<file path="config.mk">
export PLATFORM = sky130hd
export DESIGN_NAME = spi_slave_core
export DESIGN_NICKNAME = d
export VERILOG_FILES = /design/src/rtl/spi_slave_core.sv
export SDC_FILE = /design/constraint.sdc
export NUM_CORES = 1
export LEC_CHECK = 0
export ABC_AREA = 1
export CORE_MARGIN = 1
export CORE_UTILIZATION = 58
export CTS_BUF_LIST = sky130_fd_sc_hd__clkbuf_8 sky130_fd_sc_hd__clkbuf_16
export CTS_CLUSTER_DIAMETER = 120
export DETAILED_ROUTE_END_ITERATION = 7
export GPL_ROUTABILITY_DRIVEN = 0
export PLACE_DENSITY_LB_ADDON = 0.1
export SYNTH_ARGS = -nofsm -noshare
export SYNTH_HDL_FRONTEND = slang
export SYNTH_SLANG_ARGS = --single-unit
</file>
<file path="constraint.sdc">
create_clock -name clk_i -period 3.9 [get_ports clk_i]
set_input_delay 0.78 -clock clk_i [delete_from_list [all_inputs] [get_ports clk_i]]
set_output_delay 0.78 -clock clk_i [all_outputs]
set_load 0.1 [all_outputs]
</file>
<file path="src/rtl/spi_slave_core.sv">
// spi_slave_core
//   SPI slave running entirely on the system clock. The SPI pins are
//   oversampled through SYNC_STAGES flip-flops. Whole bytes are exchanged
//   with local logic through a one-byte TX holding register and an RX
//   output register with a one-cycle valid pulse.
//
// Ports
//   clk_i, rstn_i        system clock, asynchronous active-low reset
//   cpol_i, cpha_i       SPI mode; latched when select is first seen in IDLE
//   ssn_i, sck_i, mosi_i SPI pins from the master (asynchronous)
//   miso_o, miso_oe_o    serial data to the master and its output enable
//   tx_data_i/valid_i    byte into the TX holding register
//   tx_ready_o           TX holding register empty
//   rx_data_o/valid_o    last received byte and its one-cycle update pulse
//   tx_underrun_o        one-cycle pulse when a load finds the holding register empty
//   busy_o               high in LOAD and SHIFT
module spi_slave_core #(
    parameter int unsigned SYNC_STAGES = 2
) (
    input  logic       clk_i,
    input  logic       rstn_i,
    input  logic       cpol_i,
    input  logic       cpha_i,
    input  logic       ssn_i,
    input  logic       sck_i,
    input  logic       mosi_i,
    output logic       miso_o,
    output logic       miso_oe_o,
    input  logic [7:0] tx_data_i,
    input  logic       tx_valid_i,
    output logic       tx_ready_o,
    output logic [7:0] rx_data_o,
    output logic       rx_valid_o,
    output logic       tx_underrun_o,
    output logic       busy_o
);

    typedef enum logic [1:0] {
        ST_IDLE,
        ST_LOAD,
        ST_SHIFT
    } state_e;

    state_e state_q;

    logic [SYNC_STAGES-1:0] sck_sync_q;
    logic [SYNC_STAGES-1:0] mosi_sync_q;
    logic [SYNC_STAGES-1:0] ssn_sync_q;
    logic                   sck_prev_q;

    logic       cpol_q;
    logic       cpha_q;
    logic [7:0] shift_q;
    logic [7:0] hold_q;
    logic       hold_empty_q;
    logic [7:0] rx_shift_q;
    logic [7:0] rx_data_q;
    logic [2:0] bit_cnt_q;
    logic       rx_valid_q;
    logic       underrun_q;
    logic       miso_oe_q;
    logic       busy_q;

    logic       sck_s;
    logic       mosi_s;
    logic       ssn_s;
    logic       sck_edge;
    logic       lead_edge;
    logic       trail_edge;
    logic       sample_evt;
    logic       shift_evt;
    logic       active;
    logic       load_evt;
    logic       tx_fire;
    logic [7:0] rx_byte_d;

    assign sck_s  = sck_sync_q[SYNC_STAGES-1];
    assign mosi_s = mosi_sync_q[SYNC_STAGES-1];
    assign ssn_s  = ssn_sync_q[SYNC_STAGES-1];

    // Pin synchronizers; select resets to the inactive level.
    always_ff @(posedge clk_i or negedge rstn_i) begin
        if (!rstn_i) begin
            sck_sync_q  <= '0;
            mosi_sync_q <= '0;
            ssn_sync_q  <= '1;
            sck_prev_q  <= 1'b0;
        end else begin
            sck_sync_q  <= {sck_sync_q[SYNC_STAGES-2:0], sck_i};
            mosi_sync_q <= {mosi_sync_q[SYNC_STAGES-2:0], mosi_i};
            ssn_sync_q  <= {ssn_sync_q[SYNC_STAGES-2:0], ssn_i};
            sck_prev_q  <= sck_s;
        end
    end

    always_comb begin
        sck_edge   = sck_s ^ sck_prev_q;
        // Leading edge leaves the CPOL idle level, trailing edge returns to it.
        lead_edge  = sck_edge & (sck_s ^ cpol_q);
        trail_edge = sck_edge & ~(sck_s ^ cpol_q);
        sample_evt = cpha_q ? trail_edge : lead_edge;
        shift_evt  = cpha_q ? lead_edge : trail_edge;
        active     = (state_q == ST_SHIFT) && !ssn_s;
        // A shift-edge with bit_cnt==0 marks a byte boundary: with CPHA=0 it is
        // the trailing edge after the 8th sample, with CPHA=1 the first leading edge.
        load_evt   = ((state_q == ST_LOAD) && !cpha_q) ||
                     (active && shift_evt && (bit_cnt_q == 3'd0));
        tx_fire    = tx_valid_i && hold_empty_q;
        rx_byte_d  = {rx_shift_q[6:0], mosi_s};
    end

    always_ff @(posedge clk_i or negedge rstn_i) begin
        if (!rstn_i) begin
            state_q      <= ST_IDLE;
            cpol_q       <= 1'b0;
            cpha_q       <= 1'b0;
            shift_q      <= '0;
            hold_q       <= '0;
            hold_empty_q <= 1'b1;
            rx_shift_q   <= '0;
            rx_data_q    <= '0;
            bit_cnt_q    <= '0;
            rx_valid_q   <= 1'b0;
            underrun_q   <= 1'b0;
            miso_oe_q    <= 1'b0;
            busy_q       <= 1'b0;
        end else begin
            rx_valid_q <= 1'b0;
            underrun_q <= 1'b0;

            // A write in the same cycle as a load lands in the holding register;
            // the load itself still sees the old (empty) state.
            if (tx_fire) begin
                hold_q       <= tx_data_i;
                hold_empty_q <= 1'b0;
            end else if (load_evt) begin
                hold_empty_q <= 1'b1;
            end

            if (load_evt) begin
                shift_q    <= hold_empty_q ? 8'hFF : hold_q;
                underrun_q <= hold_empty_q;
            end

            case (state_q)
                ST_IDLE: begin
                    if (!ssn_s) begin
                        state_q   <= ST_LOAD;
                        cpol_q    <= cpol_i;
                        cpha_q    <= cpha_i;
                        miso_oe_q <= 1'b1;
                        busy_q    <= 1'b1;
                    end
                end
                ST_LOAD: begin
                    bit_cnt_q <= '0;
                    state_q   <= ST_SHIFT;
                end
                ST_SHIFT: begin
                    if (ssn_s) begin
                        // Deselect discards any partial byte.
                        state_q   <= ST_IDLE;
                        bit_cnt_q <= '0;
                        miso_oe_q <= 1'b0;
                        busy_q    <= 1'b0;
                    end else begin
                        if (sample_evt) begin
                            rx_shift_q <= rx_byte_d;
                            bit_cnt_q  <= bit_cnt_q + 3'd1;
                            if (bit_cnt_q == 3'd7) begin
                                rx_data_q  <= rx_byte_d;
                                rx_valid_q <= 1'b1;
                            end
                        end
                        if (shift_evt && (bit_cnt_q != 3'd0)) begin
                            shift_q <= {shift_q[6:0], 1'b0};
                        end
                    end
                end
                default: state_q <= ST_IDLE;
            endcase
        end
    end

    assign miso_o        = miso_oe_q & shift_q[7];
    assign miso_oe_o     = miso_oe_q;
    assign tx_ready_o    = hold_empty_q;
    assign rx_data_o     = rx_data_q;
    assign rx_valid_o    = rx_valid_q;
    assign tx_underrun_o = underrun_q;
    assign busy_o        = busy_q;

endmodule
</file>
==> flow_summary.yaml <==
status:
  status: "finished clean"
yosys:
  synth_xor_area_share_pct: 0
  synth_seq_cells: 49
  yosys-mux-area-fraction_pct: 4.188
  syn-num-nets: 241
  postSynthAreaPerCell_um2: 9.688
  synth_compound_area_share_pct: 6.690
  yosysTopAreaCellShare_pct: 53.52
  yosysSeqAreaShare_pct: 57.18
  ys_top_cells_by_area: "dfrtp_1 54%, nand2_1 10%, inv_1 4.7%"
  synthSimpleGateAreaFrac_pct: 23.09
  yosys_warnings: 0
  netlist_instances: 222
  synth_top_family_by_area: "simple AND/OR/NAND/NOR gates"
  synth_cell_types: 24
  syn-cell-area_um2: 2151
  synth-adder-area-share_pct: 1.745
  synth.largest_area_cell: "dfrtp_1"
timing:
  rsz0062_at_grt: "false"
  relSlewSlack_pct: 30.87
  setup_violations: 0
  hold_viol: 0
  fin_skew_ns: 0.01115
  drv_slew: 0
  setup-tns-final_ns: 0
  tightest_slew_ns: 1.037
  timing.fmax_ghz: 0.3451
  setup_ws_ns: 1.003
  fin_crit_sh_pct: 74.29
  timing.final.crit_period_ns: 2.897
final_layout:
  multi_input_area_um2: 768.2
  fillCellCount: 253
  seq_area_um2: 1230
  final_area_um2: 2560
  post-route-util_pct: 74.37
  drive_gt1_share_pct: 17.25
  areaGrowthSynthToFinish_pct: 19.02
  n_antenna_cell: 0
  nets: 273
clock_network:
  numCtsBuffers: 5
  cts_resized: 0
  postCtsHoldBufs: 0
  htreeDepth: 2
  clk_pin_slew_worst_paths_ns: 0.09
  cts_tree: "built"
  cts_sinks: 49
  cts_buffer_depth: 2
  root_buffer: "clkbuf_8"
  clk_latency_ns: 0.30
  cts_setup_buffers: 0
worst_setup_path:
  r2r.worst_path.cells: 9
  crit_buf_inv: 1
  worst-path-stages: 1
  reg2reg_to: "shift_q[7]$_DFF_PN0_"
  crit_type: "register to output pin"
  end_kind: "output pin"
  crit_family: "buffers and inverters"
  cp_data_arrival_time_ns: 2.12
  crit_chain: "clkdlybuf4s50_1"
  cp-endpoint: "tx_ready_o"
  max_stage_delay_ns: 1.17
  startpoint_type: "register"
  regToRegSetupSlack_ns: 2.44
  required_ns: 3.12
  worst-path-max-fanout: 12
  slowest_stage: "clkdlybuf4s50_1"
  startpoint: "tx_ready_o$_DFFE_PN1P_"
  worstReg2RegStart: "bit_cnt_q[0]$_DFFE_PN0P_"
grt:
  grt_max_degree: 50
  overflow: 0
  grt_pass1_vias: 1410
  antenna_found_initial: 0
  grt_usage_pct: 20.26
  grt_first_pass_wirelength_um: 6272
floorplan:
  num_rows: 21
  die-width_um: 62.90
  ios: 30
  die_area_um2: 3956
  start_util_pct: 62.49
  core_area_um2: 3442
  chipHeight_um: 62.90
placement:
  pre_cts_ws_ns: 1.341
  postPlaceCellArea_um2: 2460
  dp_hpwl_um: 2475
  portBuffers: 29
routing:
  vias: 1495
  met1Wirelength_um: 1659
  route.met3.wl_um: 147
  vias_per_cell: 4.967
  drt_iter0_drc: 66
  wl_um: 3510
  drc: 0
  routed-wl-met2_um: 1665
  firstDrtPassIters: 4
  detail-route-antenna-nets: 0
  highest_layer: "met4"
  post_drt_wl_per_cell_um: 11.66
worst_hold_path:
  holdPathStages: 0
  hold_class: "register to register"
pwr:
  p_leak_nw: 1.250
  totalPowerFinal_mw: 1.692
  power_density_nw_per_um2: 661.0
  irDropWorstVdd_uv: 354.0
run:
  cap_violations: 0
==> kinds of logic (layout without fill, tap and decap cells) <==
group	Yosys count	count (layout)
muxes	8	8
AOI/OAI and AO/OA	23	23
and+or+nand+nor	104	104
buffers and inverters	35	68
DFF	49	49
adders and majority gates	3	3
==> worst min-delay path by stage <==
stage                             startpoint  slack [ns]                  endpoint
floorplan           mosi_sync_q[0]$_DFF_PN0_        0.33  mosi_sync_q[1]$_DFF_PN0_
global placement     sck_sync_q[0]$_DFF_PN0_        0.34   sck_sync_q[1]$_DFF_PN0_
detailed placement   sck_sync_q[0]$_DFF_PN0_        0.34   sck_sync_q[1]$_DFF_PN0_
CTS                  ssn_sync_q[0]$_DFF_PN1_        0.36   ssn_sync_q[1]$_DFF_PN1_
global route         ssn_sync_q[0]$_DFF_PN1_        0.37   ssn_sync_q[1]$_DFF_PN1_
finish               ssn_sync_q[0]$_DFF_PN1_        0.36   ssn_sync_q[1]$_DFF_PN1_
==> layout make-up <==
class                           instances  area share [%]
Multi-Input combinational cell        138           30.01
Inverter                               31           4.643
Tap cell                               46           2.248
Clock buffer                            6           3.226
Sequential cell                        49           48.04
Clock inverter                          2          0.6843
Timing Repair Buffer                   29           11.14
==> flip-flops by register name, summed over array words and instances (netlist names), 2 cells and up <==
name,cells
bit_cnt_q,3
mosi_sync_q,2
sck_sync_q,2
hold_q,8
rx_shift_q,7
rx_data_o,8
ssn_sync_q,2
state_q,2
shift_q,8
==> Yosys cell counts <==
| master | number |
|---|---|
| o21ai_1 | 8 |
| nand3_2 | 2 |
| a21boi_0 | 1 |
| inv_1 | 27 |
| nand2_4 | 2 |
| nor2_1 | 11 |
| nand3_4 | 1 |
| inv_2 | 3 |
| clkbuf_1 | 1 |
| o21ai_2 | 7 |
| buf_6 | 2 |
| mux2_2 | 8 |
| buf_4 | 1 |
| dfrtp_1 | 46 |
| nor2_2 | 1 |
| ha_1 | 3 |
| nand3_1 | 20 |
| inv_4 | 1 |
| o21ai_0 | 7 |
| nand2_1 | 60 |
| dfstp_2 | 3 |
| nor2_4 | 1 |
| nand4_4 | 1 |
| nand2_2 | 5 |
==> layout by cell type, fill, tap and decap left out, types with 7 or more instances in the layout <==
cell type and count:
inv_1 27, o21ai_1 8, nor2_1 11, nand3_1 20
o21ai_2 7, dfrtp_1 46, mux2_2 8, o21ai_0 7
nand2_1 60, clkdlybuf4s50_1 28
==> report_power, final <==
group / switching, mW / internal, mW / total (mW)
sequential: 0.0936 / 0.653 / 0.747
combinational: 0.421 / 0.207 / 0.629
clock: 0.170 / 0.147 / 0.317
total: 0.685 / 1.01 / 1.69
==> routing by layer <==
layer / vias to the layer above / GRT usage [%]
met5: - / 0
met4: 0 / 5.523
met3: 4 / 6.752
met2: 27 / 32.12
met1: 704 / 26.50
li1: 760 / -
==> per-stage QoR <==
step	std cells	hold slack, ns
3_3_place_gp	293	0.3365
6_report	301	0.3603
2_1_floorplan	222	0.3312
5_1_grt	301	0.3671
4_1_cts	301	0.3613
3_5_place_dp	293	0.3411
No activity file was read; power rests on OpenSTA's default activity.
